`src/rtl/switch_box_cfg.sv`:
```
// Disjoint FPGA routing switch box with a serial daisy-chained config shadow
// register, commit into the active select register, and an optional output register.
module switch_box_cfg #(
  parameter int unsigned W       = 4,
  parameter int unsigned REG_OUT = 0
) (
  input  logic         clk,
  input  logic         reset,
  input  logic         cfg_in,
  input  logic         cfg_valid,
  input  logic         cfg_commit,
  output logic         cfg_out,
  output logic         cfg_full,
  output logic         cfg_err,
  output logic         cfg_active,
  input  logic [W-1:0] left_in,
  input  logic [W-1:0] top_in,
  input  logic [W-1:0] right_in,
  input  logic [W-1:0] bottom_in,
  output logic [W-1:0] left_out,
  output logic [W-1:0] top_out,
  output logic [W-1:0] right_out,
  output logic [W-1:0] bottom_out
);

  localparam int unsigned CFG_W = 8 * W;
  localparam int unsigned CNT_W = $clog2(CFG_W + 1);
  localparam logic [CNT_W-1:0] CNT_FULL = CNT_W'(CFG_W);
  localparam logic [CNT_W-1:0] CNT_LAST = CNT_W'(CFG_W - 1);

  typedef enum logic [1:0] {
    ST_EMPTY   = 2'd0,
    ST_LOADING = 2'd1,
    ST_FULL    = 2'd2
  } state_e;

  state_e           state_q, state_d;
  logic [CFG_W-1:0] shadow_q, shadow_d;
  logic [CFG_W-1:0] active_q, active_d;
  logic [CNT_W-1:0] cnt_q, cnt_d;
  logic             err_q, err_d;
  logic             act_q, act_d;
  logic             commit_ok;

  assign commit_ok = cfg_commit && (state_q == ST_FULL);

  // State register
  always_ff @(posedge clk) begin
    if (reset) state_q <= ST_EMPTY;
    else       state_q <= state_d;
  end

  // Next-state logic; a commit coinciding with a shift restarts loading
  always_comb begin
    state_d = state_q;
    case (state_q)
      ST_EMPTY:   if (cfg_valid) state_d = ST_LOADING;
      ST_LOADING: if (cfg_valid && (cnt_q == CNT_LAST)) state_d = ST_FULL;
      ST_FULL:    if (cfg_commit) state_d = cfg_valid ? ST_LOADING : ST_EMPTY;
      default:    state_d = ST_EMPTY;
    endcase
  end

  // Shadow shift, bit count, commit and error pulse
  always_comb begin
    shadow_d = shadow_q;
    cnt_d    = cnt_q;
    active_d = active_q;
    err_d    = 1'b0;
    act_d    = act_q;
    if (cfg_valid) begin
      shadow_d = {shadow_q[CFG_W-2:0], cfg_in};
      if (cnt_q != CNT_FULL) cnt_d = cnt_q + CNT_W'(1);
    end
    if (commit_ok) begin
      active_d = shadow_q;
      act_d    = 1'b1;
      cnt_d    = cfg_valid ? CNT_W'(1) : '0;
    end else if (cfg_commit) begin
      err_d = 1'b1;
    end
  end

  always_ff @(posedge clk) begin
    if (reset) begin
      shadow_q <= '0;
      active_q <= '1;
      cnt_q    <= '0;
      err_q    <= 1'b0;
      act_q    <= 1'b0;
    end else begin
      shadow_q <= shadow_d;
      active_q <= active_d;
      cnt_q    <= cnt_d;
      err_q    <= err_d;
      act_q    <= act_d;
    end
  end

  assign cfg_out    = shadow_q[CFG_W-1];
  assign cfg_full   = (state_q == ST_FULL);
  assign cfg_err    = err_q;
  assign cfg_active = act_q;

  logic [W-1:0] side_in    [4];
  logic [W-1:0] side_out_c [4];
  logic [1:0]   sel;
  logic [1:0]   src;

  assign side_in[0] = left_in;
  assign side_in[1] = top_in;
  assign side_in[2] = right_in;
  assign side_in[3] = bottom_in;

  // Sides are numbered clockwise, so the source is always (side + sel + 1) mod 4
  always_comb begin
    sel = '0;
    src = '0;
    for (int s = 0; s < 4; s++) begin
      side_out_c[s] = '0;
      for (int j = 0; j < int'(W); j++) begin
        sel = active_q[2*(s*int'(W)+j) +: 2];
        src = 2'(s) + sel + 2'd1;
        if (sel != 2'd3) side_out_c[s][j] = side_in[src][j];
      end
    end
  end

  if (REG_OUT != 0) begin : g_reg_out
    logic [W-1:0] out_q [4];

    always_ff @(posedge clk) begin
      for (int s = 0; s < 4; s++) begin
        if (reset) out_q[s] <= '0;
        else       out_q[s] <= side_out_c[s];
      end
    end

    assign left_out   = out_q[0];
    assign top_out    = out_q[1];
    assign right_out  = out_q[2];
    assign bottom_out = out_q[3];
  end else begin : g_comb_out
    assign left_out   = side_out_c[0];
    assign top_out    = side_out_c[1];
    assign right_out  = side_out_c[2];
    assign bottom_out = side_out_c[3];
  end

endmodule

```
`config.mk`:
```
export PLATFORM = sky130hd
export DESIGN_NAME = switch_box_cfg
export DESIGN_NICKNAME = d
export VERILOG_FILES = /design/src/rtl/switch_box_cfg.sv
export SDC_FILE = /design/constraint.sdc
export NUM_CORES = 1
export LEC_CHECK = 0
export CORE_ASPECT_RATIO = 0.5
export CORE_MARGIN = 10
export CORE_UTILIZATION = 55
export CTS_BUF_LIST = sky130_fd_sc_hd__clkbuf_8
export DETAILED_ROUTE_END_ITERATION = 7
export DONT_BUFFER_PORTS = 1
export PLACE_DENSITY = 0.76
export SYNTH_ARGS = -nofsm -noshare
export SYNTH_HDL_FRONTEND = slang
export SYNTH_SLANG_ARGS = --single-unit
```
`constraint.sdc`:
```
create_clock -name clk -period 1.5 [get_ports clk]
set_input_delay 0.225 -clock clk [delete_from_list [all_inputs] [get_ports clk]]
set_output_delay 0.225 -clock clk [all_outputs]
set_load 0.02 [all_outputs]
```
==> summary.txt <==
Clock network
  • H-tree depth: 3
  • CTS sink count: 74
  • Number of clock buffers inserted by TritonCTS: 9
  • Cell chosen for the clock root: sky130_fd_sc_hd__clkbuf_8
  • Clock tree from TritonCTS: done
  • Clock input transition at the sequential cells of the worst setup and hold paths: approximately 0.080 ns
  • Maximum root-to-sink buffer count: 2
  • Source-to-sink clock delay at the later pin of the worst-skew pair: 0.35 ns

STA
  • Endpoints failing hold: 0
  • Number of failing setup endpoints in the final timing report: 8
  • TNS Setup: -2.68 ns
  • Min Clock Period, post-route: just under 2 ns
  • Worst clock skew: roughly 0.0096 ns
  • Ratio of final minimum period to clock period: 1.30
  • Tightest Pin Transition: around 0.47 ns
  • Slew Limit Fails: 0
  • Setup repair after global routing missed its margin: yes
  • Tightest slew margin relative to the limit: 0.684
  • Max Fclk: a little over 0.5 GHz
  • Post-route setup slack: -0.447 ns

Outcome
  • Violated checks: setup timing
  • Status: finished with violations

Finish
  • Nets: around 400
  • Fraction of layout cells with a size suffix above 1: 0.221
  • Area added between synthesis and finish: 19.2%
  • Commonest non-fill, non-tap cells in the layout: 68 x sky130_fd_sc_hd__nand2_1, 59 x sky130_fd_sc_hd__dfxtp_1, 42 x sky130_fd_sc_hd__mux2i_1
  • Number of standard cells in the final layout excluding fillers: between 400 and 500
  • Commonest non-fill, non-tap cell in the layout: sky130_fd_sc_hd__nand2_1
  • Final std cell area, no fill: a little under 4000 µm²
  • Number of inserted diodes: 0

Synthesis
  • Portion of the post-synthesis area used by sequential elements: 0.455
  • Net count after synthesis: roughly 380
  • Post-Syn Area per Cell: ~9.4 µm²
  • Number of standard cells after synthesis: around 350
  • Synth Register Bits: 74
  • Post-synth design cell area: between 3000 and 4000 µm²
  • Count of cell types in the netlist: 31
  • Synth warnings: 0

Worst setup path
  • Critical path type: reg2out
  • WP data arrival: ~1.7 ns
  • Required time at the endpoint of the critical path: roughly 1.3 ns
  • Worst Setup End Kind: primary output
  • Worst Path Max Fanout: 2
  • Nature of the critical path startpoint: register

Pwr
  • Switching component of the power: 806 µW
  • Switch share: 0.208
  • Pwr Density: roughly 1000 nW/µm²
  • Maximum ir drop on the vdd rail: a little over 0.6 mV
  • Leakage power total: between 0.0015 and 0.002 µW
  • Total design power: 3870 µW
  • Part of the power in registers: 0.513
  • Power Internal: a little over 3000 µW
  • Combinational cell fraction of total power: 0.033
  • Clk pwr share: 0.454

Job
  • Max_cap viols: 0

Route
  • Routed WL per cell: about 17 µm
  • Remaining DRCs: 0
  • 1st-pass router iterations: 4
  • Number of nets with antenna violations after detailed routing: 0
  • Total wirelength of the detailed-routed design: about 7500 µm
  • Via count: roughly 2600
  • Drt first-iter violations: around 160
  • Vias per inst: 5.78

Place
  • Worst slack at placement: -0.125 ns
  • Inst Count DP: between 400 and 500
  • Cell area after placement: 3420 µm²
  • Number of I/O port buffers: 0
  • Detailed placer's ending HPWL: 5070 µm
  • RD Place Congestion: between 0.7 and 0.8

Global route
  • Overall global routing resource usage: 0.164
  • Largest net degree at the start of global routing: 42
  • Number of global-route vias before repair: 2435
  • Global-route wire length before repair: between 10000 and 15000 µm
  • Congestion Overflow GR: 0
  • Antenna violations before repair: 0

Floorplanning
  • Area inside the core boundary: approximately 5600 µm²
  • Die Area: between 9000 and 10000 µm²
  • Top Ports: 41
  • Floorplan row count: 19
  • Overall die width: 129 µm
  • Initial cell density of the core: 0.580
  • Vert. Die Dim: 74.4 µm

Hold path
  • Worst min-delay path category: in2reg
area by class of cell:
type	count	area, µm²
multi-input cells	250	1800
inverters	5	18.8
fillers	427	1730
well taps	73	91.3
flip-flops and latches	74	1510
clock inverters	5	77.6
repair buffers	26	238
clock buffers	11	151
registers in the layout, summed over array words and instances, names as in the netlist:
signal / count
state_q: 2
cnt_q: 6
cfg_err: 1
cfg_active: 1
shadow_q: 32
active_q: 32
power groups by stage:
| stage | Clock [µW] | Sequential (µW) | Combinational (µW) |
|---|---|---|---|
| 3_5_place_dp | 0 | 2040 | 99.0 |
| 2_1_floorplan | 0 | 2030 | 128 |
| 4_1_cts | 1780 | 1990 | 124 |
| 6_report | 1760 | 1990 | 126 |
| 5_1_grt | 1870 | 1990 | 139 |
| 3_3_place_gp | 0 | 2030 | 94.3 |
critical path: stages, from the launching register on:
cell                      delay, ns
sky130_fd_sc_hd__dfxtp_2       0.34
sky130_fd_sc_hd__ha_4          0.26
sky130_fd_sc_hd__mux4_2        0.50
sky130_fd_sc_hd__nor2b_4       0.14
sky130_fd_sc_hd__buf_6         0.12
final timing paths:
path	from	endpoint	slack [ns]	cells after the start
setup / recovery	active_q[7]$_SDFFE_PP1P_	left_out[3]	-0.45	4
hold / removal	cfg_valid	shadow_q[30]$_SDFFE_PP0P_	0.04	2
setup reg to reg	cnt_q[1]$_SDFFE_PP0P_	cnt_q[2]$_SDFFE_PP0P_	0.13	5
hold reg to reg	shadow_q[20]$_SDFFE_PP0P_	active_q[20]$_SDFFE_PP1P_	0.47	2
per-layer routing:
metal,up-vias,part of all wire,GRT usage
met2,78,0.49,0.275
met4,0,0.019,0.0801
li1,1225,-,-
met1,1250,0.42,0.190
met3,15,0.075,0.0532
met5,-,0,0
cell families (layout without fill, tap and decap cells):
| group | count (synthesis) | count (layout) | synth area share |
|---|---|---|---|
| compound gates | 19 | 19 | 0.0361 |
| xor+xnor | 2 | 2 | 0.00538 |
| flops | 74 | 74 | 0.455 |
| buf+inv | 24 | 47 | 0.0396 |
| mux | 50 | 50 | 0.185 |
| fa+ha+maj | 10 | 10 | 0.0384 |
| simple gates | 169 | 169 | 0.241 |
repair_timing:
item                                    4_1_cts  5_1_grt
resized for setup                            32       12
endpoints found under the setup margin        8       12
pin swaps                                     4        2
hold buffers                                  1        0
setup buffers                                 0        0
endpoints found under the hold margin        41        0
cells in the mapped netlist:
cell type                  instances  area (µm²)
sky130_fd_sc_hd__nor2_1           34         128
sky130_fd_sc_hd__buf_6             2        22.5
sky130_fd_sc_hd__a211oi_2          1        12.5
sky130_fd_sc_hd__nand3b_1          8        60.1
sky130_fd_sc_hd__o21ai_0          10        50.1
sky130_fd_sc_hd__inv_1             4        15.0
sky130_fd_sc_hd__clkbuf_1          8        30.0
sky130_fd_sc_hd__nor2b_1          12        75.1
sky130_fd_sc_hd__buf_4             5        37.5
sky130_fd_sc_hd__mux4_2            8         180
sky130_fd_sc_hd__and3b_1           1        8.76
sky130_fd_sc_hd__a211oi_1          1        7.51
sky130_fd_sc_hd__nand2_1          68         255
sky130_fd_sc_hd__a31oi_1           1        6.26
sky130_fd_sc_hd__nand4_2           1        12.5
sky130_fd_sc_hd__ha_1             10         125
sky130_fd_sc_hd__xor2_1            2        17.5
sky130_fd_sc_hd__a211o_1           3        26.3
sky130_fd_sc_hd__nor3b_1           1        7.51
sky130_fd_sc_hd__nor3_1            3        15.0
sky130_fd_sc_hd__dfxtp_1          74        1480
sky130_fd_sc_hd__clkinv_1          1        3.75
sky130_fd_sc_hd__or3_1             1        6.26
sky130_fd_sc_hd__nand4_1           3        18.8
sky130_fd_sc_hd__nand3_1          34         170
sky130_fd_sc_hd__a21oi_1           3        15.0
sky130_fd_sc_hd__nand2b_1          1        6.26
sky130_fd_sc_hd__buf_2             4        20.0
sky130_fd_sc_hd__mux2i_1          42         420
sky130_fd_sc_hd__nand3b_2          1        11.3
sky130_fd_sc_hd__or3b_1            1        8.76
through the flow:
stage,hold slack (ns),utilization
3_3_place_gp,0.302,0.610
3_5_place_dp,0.305,0.610
5_1_grt,0.0257,0.691
2_1_floorplan,0.372,-
6_report,0.0375,0.691
4_1_cts,0.0211,0.684
Note: power is estimated with default switching activity, not from simulation.
